--- src/rtl/regfile_arbiter.sv ---
`timescale 1ns/1ps
// regfile_arbiter
// Round-robin arbiter/sequencer placing two requesters (A, B) in front of a
// single-ported 8 x 8 register file. Each accepted request runs a fixed
// four-state sequence IDLE -> ISSUE -> CAPT -> DONE. The register file
// therefore never sees wr and rd together. The result is returned on the
// winning requester's own response strobe.
//
// Ports
//   clk, reset               clock, synchronous active-high reset
//   req_/we_/addr_/wdata_a|b request channel per requester
//   gnt_a|b                  one-cycle grant (request fields captured)
//   rsp_valid_a|b            one-cycle response strobe
//   rdata, rsp_err           response payload, held until the next capture
//   rf_din, rf_addr, rf_wr, rf_rd   command to the register file
//   rf_dout, rf_error        registered result from the register file
module regfile_arbiter #(
  parameter int DATA_W = 8,
  parameter int ADDR_W = 3
) (
  input  logic              clk,
  input  logic              reset,
  input  logic              req_a,
  input  logic              we_a,
  input  logic [ADDR_W-1:0] addr_a,
  input  logic [DATA_W-1:0] wdata_a,
  input  logic              req_b,
  input  logic              we_b,
  input  logic [ADDR_W-1:0] addr_b,
  input  logic [DATA_W-1:0] wdata_b,
  output logic              gnt_a,
  output logic              gnt_b,
  output logic              rsp_valid_a,
  output logic              rsp_valid_b,
  output logic [DATA_W-1:0] rdata,
  output logic              rsp_err,
  output logic [DATA_W-1:0] rf_din,
  output logic [ADDR_W-1:0] rf_addr,
  output logic              rf_wr,
  output logic              rf_rd,
  input  logic [DATA_W-1:0] rf_dout,
  input  logic              rf_error
);

  typedef enum logic [1:0] {IDLE, ISSUE, CAPT, DONE} state_t;

  // Requester encoding used for last/owner
  localparam logic SEL_A = 1'b0;
  localparam logic SEL_B = 1'b1;

  state_t              state;
  logic                last;
  logic                owner;
  logic                cmd_we;
  logic [ADDR_W-1:0]   cmd_addr;
  logic [DATA_W-1:0]   cmd_wdata;

  logic                win_valid;
  logic                win;
  logic                win_we;
  logic [ADDR_W-1:0]   win_addr;
  logic [DATA_W-1:0]   win_wdata;

  // Winner selection. Under contention, the requester that did not win last time gets the grant.
  // This is consumed only in IDLE, and only into registers, so no
  // combinational path reaches an output.
  always_comb begin
    win_valid = req_a | req_b;
    win       = SEL_A;
    if (req_a && req_b) begin
      win = ~last;
    end else if (req_b) begin
      win = SEL_B;
    end
    win_we    = (win == SEL_B) ? we_b    : we_a;
    win_addr  = (win == SEL_B) ? addr_b  : addr_a;
    win_wdata = (win == SEL_B) ? wdata_b : wdata_a;
  end

  // The command registers drive the register file address/data directly;
  // they only change when a new request is accepted.
  assign rf_addr = cmd_addr;
  assign rf_din  = cmd_wdata;

  always_ff @(posedge clk) begin
    if (reset) begin
      state       <= IDLE;
      last        <= SEL_B;
      owner       <= SEL_A;
      cmd_we      <= 1'b0;
      cmd_addr    <= '0;
      cmd_wdata   <= '0;
      gnt_a       <= 1'b0;
      gnt_b       <= 1'b0;
      rsp_valid_a <= 1'b0;
      rsp_valid_b <= 1'b0;
      rdata       <= '0;
      rsp_err     <= 1'b0;
      rf_wr       <= 1'b0;
      rf_rd       <= 1'b0;
    end else begin
      // Strobes are single-cycle by default
      gnt_a       <= 1'b0;
      gnt_b       <= 1'b0;
      rsp_valid_a <= 1'b0;
      rsp_valid_b <= 1'b0;
      rf_wr       <= 1'b0;
      rf_rd       <= 1'b0;

      case (state)
        IDLE: begin
          if (win_valid) begin
            owner     <= win;
            last      <= win;
            cmd_we    <= win_we;
            cmd_addr  <= win_addr;
            cmd_wdata <= win_wdata;
            // Outputs for the ISSUE cycle are set up here so that they are registered.
            gnt_a     <= (win == SEL_A);
            gnt_b     <= (win == SEL_B);
            rf_wr     <= win_we;
            rf_rd     <= ~win_we;
            state     <= ISSUE;
          end
        end
        ISSUE: begin
          state <= CAPT;
        end
        CAPT: begin
          // The register file's registered result for the ISSUE command is present now.
          rdata       <= cmd_we ? '0 : rf_dout;
          rsp_err     <= rf_error;
          rsp_valid_a <= (owner == SEL_A);
          rsp_valid_b <= (owner == SEL_B);
          state       <= DONE;
        end
        DONE: begin
          state <= IDLE;
        end
        default: begin
          state <= IDLE;
        end
      endcase
    end
  end

endmodule

--- config.mk ---
export PLATFORM = sky130hd
export DESIGN_NAME = regfile_arbiter
export DESIGN_NICKNAME = d
export VERILOG_FILES = /design/src/rtl/regfile_arbiter.sv
export SDC_FILE = /design/constraint.sdc
export NUM_CORES = 1
export LEC_CHECK = 0
export CAP_MARGIN = 15
export CORE_AREA = 10 10 73 75
export DETAILED_ROUTE_END_ITERATION = 16
export DIE_AREA = 0 0 83 85
export PLACE_DENSITY = 0.67
export REMOVE_ABC_BUFFERS = 1
export SLEW_MARGIN = 20
export SYNTH_ARGS = -nofsm -noshare
export SYNTH_HDL_FRONTEND = slang
export SYNTH_SLANG_ARGS = --single-unit
--- constraint.sdc ---
create_clock -name clk -period 3.6 [get_ports clk]
set_input_delay 0.72 -clock clk [delete_from_list [all_inputs] [get_ports clk]]
set_output_delay 0.72 -clock clk [all_outputs]
set_load 0.02 [all_outputs]
==> impl_metrics.env, run 1 <==
export IMPL_grt_pass1_vias=1283
export IMPL_power_uw=1525
export IMPL_mostFrequentLayoutCells="62 x clkdlybuf4s50_1, 31 x dfxtp_1, 24 x nor2_1"
export IMPL_p_leak_uw=0.0007812
export IMPL_insertion_delay_ns=0.28
export IMPL_final_common_cell="clkdlybuf4s50_1"
export IMPL_rsz0062_at_grt="no"
export IMPL_finalSetupViolCount=0
export IMPL_cts_made_buffers=5
export IMPL_area_growth_pct=54.93
export IMPL_dr_pass1_iters=3
export IMPL_required_ns=3.79
export IMPL_cts_root_buf="clkbuf_8"
export IMPL_grt_antenna_before_repair=0
export IMPL_path_max_fanout=15
export IMPL_via_per_inst=4.689
export IMPL_use_met1_pct=11.81
export IMPL_power_frac_seq_pct=32.6
export IMPL_grt_max_degree=20
export IMPL_syn_inst=141
export IMPL_hold_path_class="register to register"
export IMPL_postCtsSetupBuffers=0
export IMPL_grt_busiest_layer="met2"
export IMPL_hold_viol_final=0
export IMPL_max_slew_margin_pct=45.56
export IMPL_cts_hold_buf=0
export IMPL_cellPowerDensity_nw_per_um2=738.6
export IMPL_critPathKind="input port to register"
export IMPL_ys_ff_latch=31
export IMPL_post_dp_hpwl_um=2926
export IMPL_avgSynthCellArea_um2=9.451
export IMPL_h_tree_depth=2
export IMPL_cp_start_kind="input port"
export IMPL_arrival_ns=2.37
export IMPL_whs_path_depth=1
export IMPL_worst_setup_path_end_kind="register"
export IMPL_row_count=23
export IMPL_start_util_pct=34.05
export IMPL_slew_violations=0
export IMPL_syn_area_um2=1333
export IMPL_grt_ovfl_total=0
export IMPL_io_pins=63
export IMPL_swShare_pct=36.87
export IMPL_use_met3_pct=6.597
export IMPL_num_vias=1177
export IMPL_min_to="rsp_valid_a"
export IMPL_antenna_left=0
export IMPL_use_met2_pct=16.15
export IMPL_hp_start="owner"
export IMPL_grt_total_usage_pct=10.83
export IMPL_drt_iter0_markers=25
export IMPL_diodes=0
export IMPL_ys_seq_area_share_pct=46.57
export IMPL_tritoncts="yes"
export IMPL_cp_cell_sequence="clkdlybuf4s50_1, o21ai_2, a21oi_1, a211oi_2"
export IMPL_drt_wl_total_um=3737
export IMPL_p_switching_uw=562.2
export IMPL_ys_warn_count=0
export IMPL_clk_pin_slew_ns=0.07
export IMPL_clk_path_buf_depth=2
export IMPL_crit_path_top_delay_cell="o21ai_2"
export IMPL_status="finished clean"
export IMPL_clkSinkCount=31
export IMPL_cts_resized=0
export IMPL_tightest_slew_ns=0.8164
export IMPL_finalSetupTns_ns=0
export IMPL_core_area_um2=3914
export IMPL_grt_pass1_wl_um=6306
export IMPL_period_needed_ns=2.173
export IMPL_drive_above_1_share_pct=15.42
export IMPL_cap_violations=0
export IMPL_synth_cell_types=26
export IMPL_fp_dieW_um=83
export IMPL_r2r_cells=5
export IMPL_wire_per_inst_um=14.89
export IMPL_clock_fmax_ghz=0.4602
export IMPL_drc=0
export IMPL_fillers=374
export IMPL_ir_worst_vdd_uv=396.9
export IMPL_skew_ns=0.01268
export IMPL_worst_path_largest_cell_delay_ns=0.71
export IMPL_routabilityCongestion=0.7201
export IMPL_fp_dieH_um=85
export IMPL_nets=240
export IMPL_final_period_utilization_pct=60.36
export IMPL_io_buffers=62
export IMPL_power_share_clock_pct=21.1
export IMPL_r2r_start="state[0]"
export IMPL_p_int_uw=962.6
export IMPL_pwr_share_comb_pct=46.4
export IMPL_r2r_end="rdata[7]"
export IMPL_dieArea_um2=7055
export IMPL_r2r_slack_ns=1.96
state kept, by name (all words and copies together), names as in the netlist, 2 cells and up:
register and flops:
rf_din 8, rf_addr 3, rdata 8, state 2
Yosys cell counts:
cell type | n | area share (%)
a211oi_1 | 3 | 1.7
or2_2 | 1 | 0.47
buf_1 | 3 | 0.85
o21a_2 | 1 | 0.66
a21oi_1 | 13 | 4.9
clkbuf_1 | 2 | 0.56
a211oi_2 | 10 | 9.4
a21oi_2 | 8 | 5.3
ha_1 | 2 | 1.9
buf_6 | 2 | 1.7
nor3_1 | 3 | 1.1
a21bo_2 | 1 | 0.75
nor3b_2 | 1 | 0.94
clkbuf_2 | 1 | 0.38
nor2b_1 | 9 | 4.2
nand2_1 | 13 | 3.7
mux2i_1 | 3 | 2.3
a21boi_4 | 1 | 1.4
inv_1 | 2 | 0.56
o21ai_2 | 1 | 0.66
and3b_1 | 1 | 0.66
nor2_1 | 24 | 6.8
a31oi_1 | 1 | 0.47
dfxtp_1 | 31 | 47
nor3b_1 | 2 | 1.1
buf_4 | 2 | 1.1
power groups by stage:
stage | combinational [uW] | sequential, uW | clock (uW)
2_1_floorplan | 336 | 591 | 0
3_3_place_gp | 697 | 499 | 0
3_5_place_dp | 718 | 501 | 0
4_1_cts | 720 | 497 | 332
5_1_grt | 776 | 510 | 347
6_report | 707 | 497 | 321
area by class of cell:
class,instances,area [um^2],share of cell area (%)
Timing Repair Buffer,63,628.1,30.42
Clock buffer,6,72.57,3.515
Clock inverter,1,30.03,1.455
Sequential cell,31,620.6,30.06
Multi-Input combinational cell,98,643.1,31.15
Inverter,2,7.507,0.3636
Tap cell,50,62.56,3.030
kinds of logic (layout without fill, tap and decap cells):
kind of cell	Yosys count	after routing	synth area share, %
and+or+nand+nor	54	54	18.97
AOI/OAI and AO/OA	39	39	25.16
DFF	31	31	46.57
buffers and inverters	12	72	5.164
muxes	3	3	2.254
adders and majority gates	2	2	1.878
worst max-delay path by stage:
stage,from,to,depth (start not counted)
2_1_floorplan,req_b,rf_din[1],3
3_3_place_gp,req_a,rf_din[2],4
3_5_place_dp,req_a,rf_din[2],4
4_1_cts,req_a,rf_din[2],4
5_1_grt,req_a,rf_din[1],4
6_report,req_a,rf_din[2],4
per-layer routing:
| layer | up-vias | wire [um] |
|---|---|---|
| met5 | - | 0 |
| met4 | 0 | 59 |
| met3 | 5 | 469 |
| met2 | 57 | 1536 |
| met1 | 518 | 1671 |
| li1 | 597 | - |
per-stage QoR:
stage	setup WS (ns)	area, um^2	hold WS [ns]	instances	utilization (%)
4_1_cts	1.415	2064	0.4755	251	52.75
3_5_place_dp	1.128	1962	0.4545	244	50.13
3_3_place_gp	1.190	1962	0.4438	244	50.13
2_1_floorplan	1.972	1271	0.4090	131	-
5_1_grt	1.339	2064	0.5065	251	52.75
6_report	1.427	2064	0.4826	251	52.75
critical path: cells and delay by family:
family / cells / cell delay, ns
AO/OA/AOI/OAI: 3 / 1.09
buffers and inverters: 1 / 0.55
Note: power is estimated with default switching activity, not from simulation.
==> run 2: changes to the inputs <==
--- a/config.mk
+++ b/config.mk
@@ -9,7 +9,7 @@
 export CORE_AREA = 10 10 73 75
 export DETAILED_ROUTE_END_ITERATION = 16
 export DIE_AREA = 0 0 83 85
-export PLACE_DENSITY = 0.67
+export PLACE_DENSITY = 0.69
 export REMOVE_ABC_BUFFERS = 1
 export SLEW_MARGIN = 20
 export SYNTH_ARGS = -nofsm -noshare
==> constraint.sdc (replaced) <==
create_clock -name clk -period 1.8 [get_ports clk]
set_input_delay 0.36 -clock clk [delete_from_list [all_inputs] [get_ports clk]]
set_output_delay 0.36 -clock clk [all_outputs]
set_load 0.02 [all_outputs]
==> run 2 against run 1 <==
Against the previous run:
- worst hold slack got worse by 0.037 ns
- first-iteration DRC count up 100%
- critical path depth down 3
- clock power rose by 68%
- routed wire length increased by 3.2%
- critical path type is now register to output pin
==> impl_metrics.env, run 2 (synthesis results as in run 1) <==
export IMPL_tritoncts="yes"
export IMPL_routabilityCongestion=0.8242
export IMPL_cts_made_buffers=5
export IMPL_clk_path_buf_depth=2
export IMPL_fillers=364
export IMPL_final_common_cell="clkdlybuf4s50_1"
export IMPL_max_slew_margin_pct=64.58
export IMPL_cap_violations=0
export IMPL_grt_total_usage_pct=11.04
export IMPL_ir_worst_vdd_uv=696.2
export IMPL_postCtsSetupBuffers=0
export IMPL_hold_path_class="register to register"
export IMPL_dieArea_um2=7055
export IMPL_r2r_start="state[1]"
export IMPL_slew_violations=0
export IMPL_drive_above_1_share_pct=18.75
export IMPL_critPathKind="register to output pin"
export IMPL_final_period_utilization_pct=88.94
export IMPL_worst_setup_path_end_kind="output pin"
export IMPL_area_growth_pct=59.62
export IMPL_drt_iter0_markers=50
export IMPL_finalSetupViolCount=0
export IMPL_arrival_ns=1.24
export IMPL_mostFrequentLayoutCells="62 x clkdlybuf4s50_1, 31 x dfxtp_1, 24 x nor2_1"
export IMPL_cp_start_kind="register"
export IMPL_path_max_fanout=2
export IMPL_skew_ns=0.006757
export IMPL_rsz0062_at_grt="no"
export IMPL_cts_hold_buf=0
export IMPL_drc=0
export IMPL_grt_max_degree=17
export IMPL_cellPowerDensity_nw_per_um2=1435
export IMPL_period_needed_ns=1.601
export IMPL_via_per_inst=4.748
export IMPL_antenna_left=0
export IMPL_clock_fmax_ghz=0.6247
export IMPL_drt_wl_total_um=3857
export IMPL_cp_cell_sequence="clkdlybuf4s50_1"
export IMPL_p_leak_uw=0.0008196
export IMPL_status="finished clean"
export IMPL_row_count=23
export IMPL_start_util_pct=34.05
export IMPL_finalSetupTns_ns=0
export IMPL_worst_path_largest_cell_delay_ns=0.63
export IMPL_grt_pass1_wl_um=6458
export IMPL_seq_area_um2=620.6
export IMPL_io_buffers=62
export IMPL_h_tree_depth=2
export IMPL_hold_viol_final=0
export IMPL_fp_dieW_um=83
export IMPL_required_ns=1.44
export IMPL_diodes=0
export IMPL_dr_pass1_iters=4
export IMPL_grt_antenna_before_repair=0
export IMPL_cp_startpoint="rf_addr[1]"
export IMPL_wire_per_inst_um=14.95
export IMPL_multi_input_area_um2=643.1
export IMPL_cp_buffers_inverters=1
export IMPL_cts_resized=0
export IMPL_clk_pin_slew_ns=0.06
export IMPL_hp_start="owner"
export IMPL_cts_root_buf="clkbuf_8"
export IMPL_core_area_um2=3914
export IMPL_num_vias=1225
export IMPL_insertion_delay_ns=0.28
export IMPL_grt_pass1_vias=1363
export IMPL_path_delay_family="buffers and inverters"
export IMPL_crit_path_top_delay_cell="clkdlybuf4s50_1"
export IMPL_fp_dieH_um=85
export IMPL_io_pins=63
export IMPL_power_uw=3053
export IMPL_tightest_slew_ns=0.5302
export IMPL_clkSinkCount=31
export IMPL_grt_ovfl_total=0
export IMPL_nets=247
export IMPL_post_dp_hpwl_um=3094
-- run 2: cell types whose count changed in the layout (fill, tap and decap cells not counted) --
cell       delta
clkbuf_1      -1
bufinv_16     -1
buf_4         +5
buf_12        +2
clkbuf_8      +1
clkinv_2      +1
-- run 2: area by class of cell --
class / count / area share (%)
multi-input combinational: 98 / 30.24
clock buffer: 6 / 3.882
sequential: 31 / 29.18
timing repair buffer: 70 / 33.18
inverter: 2 / 0.3529
clock inverter: 1 / 0.2353
tap: 50 / 2.941
-- run 2: power by group --
| group | leakage (uW) | switching [uW] | internal, uW | total (uW) |
|---|---|---|---|---|
| registers | 0.000255 | 106 | 887 | 993 |
| clock network | 0.0000470 | 240 | 299 | 539 |
| logic | 0.000518 | 798 | 723 | 1520 |
| total | 0.000820 | 1140 | 1910 | 3050 |
-- run 2: metal layers --
| layer | global-route usage, % | part of all wire, % | vias to the layer above |
|---|---|---|---|
| met2 | 17.70 | 46 | 50 |
| li1 | - | - | 611 |
| met1 | 10.93 | 40 | 556 |
| met5 | 0 | 0 | - |
| met4 | 4.644 | 1.6 | 0 |
| met3 | 7.648 | 13 | 8 |
-- run 2: worst paths after layout --
| kind | end | slack (ns) | cells after the start |
|---|---|---|---|
| max reg2reg | rdata[0] | 0.29 | 4 |
| min | rsp_valid_a | 0.45 | 1 |
| min reg2reg | rsp_valid_a | 0.45 | 1 |
| max | rf_addr[1] | 0.20 | 1 |
-- run 2: per-stage QoR --
stage | cell area (um^2) | setup WS (ns) | hold WS (ns) | instances | utilization, %
floorplan | 1271 | 0.4711 | 0.4090 | 131 | -
global placement | 2039 | 0.07007 | 0.4312 | 251 | 52.11
detailed placement | 2039 | 0.01085 | 0.4434 | 251 | 52.11
CTS | 2127 | 0.1768 | 0.4518 | 258 | 54.35
global route | 2127 | 0.1182 | 0.4704 | 258 | 54.35
finish | 2127 | 0.1991 | 0.4458 | 258 | 54.35
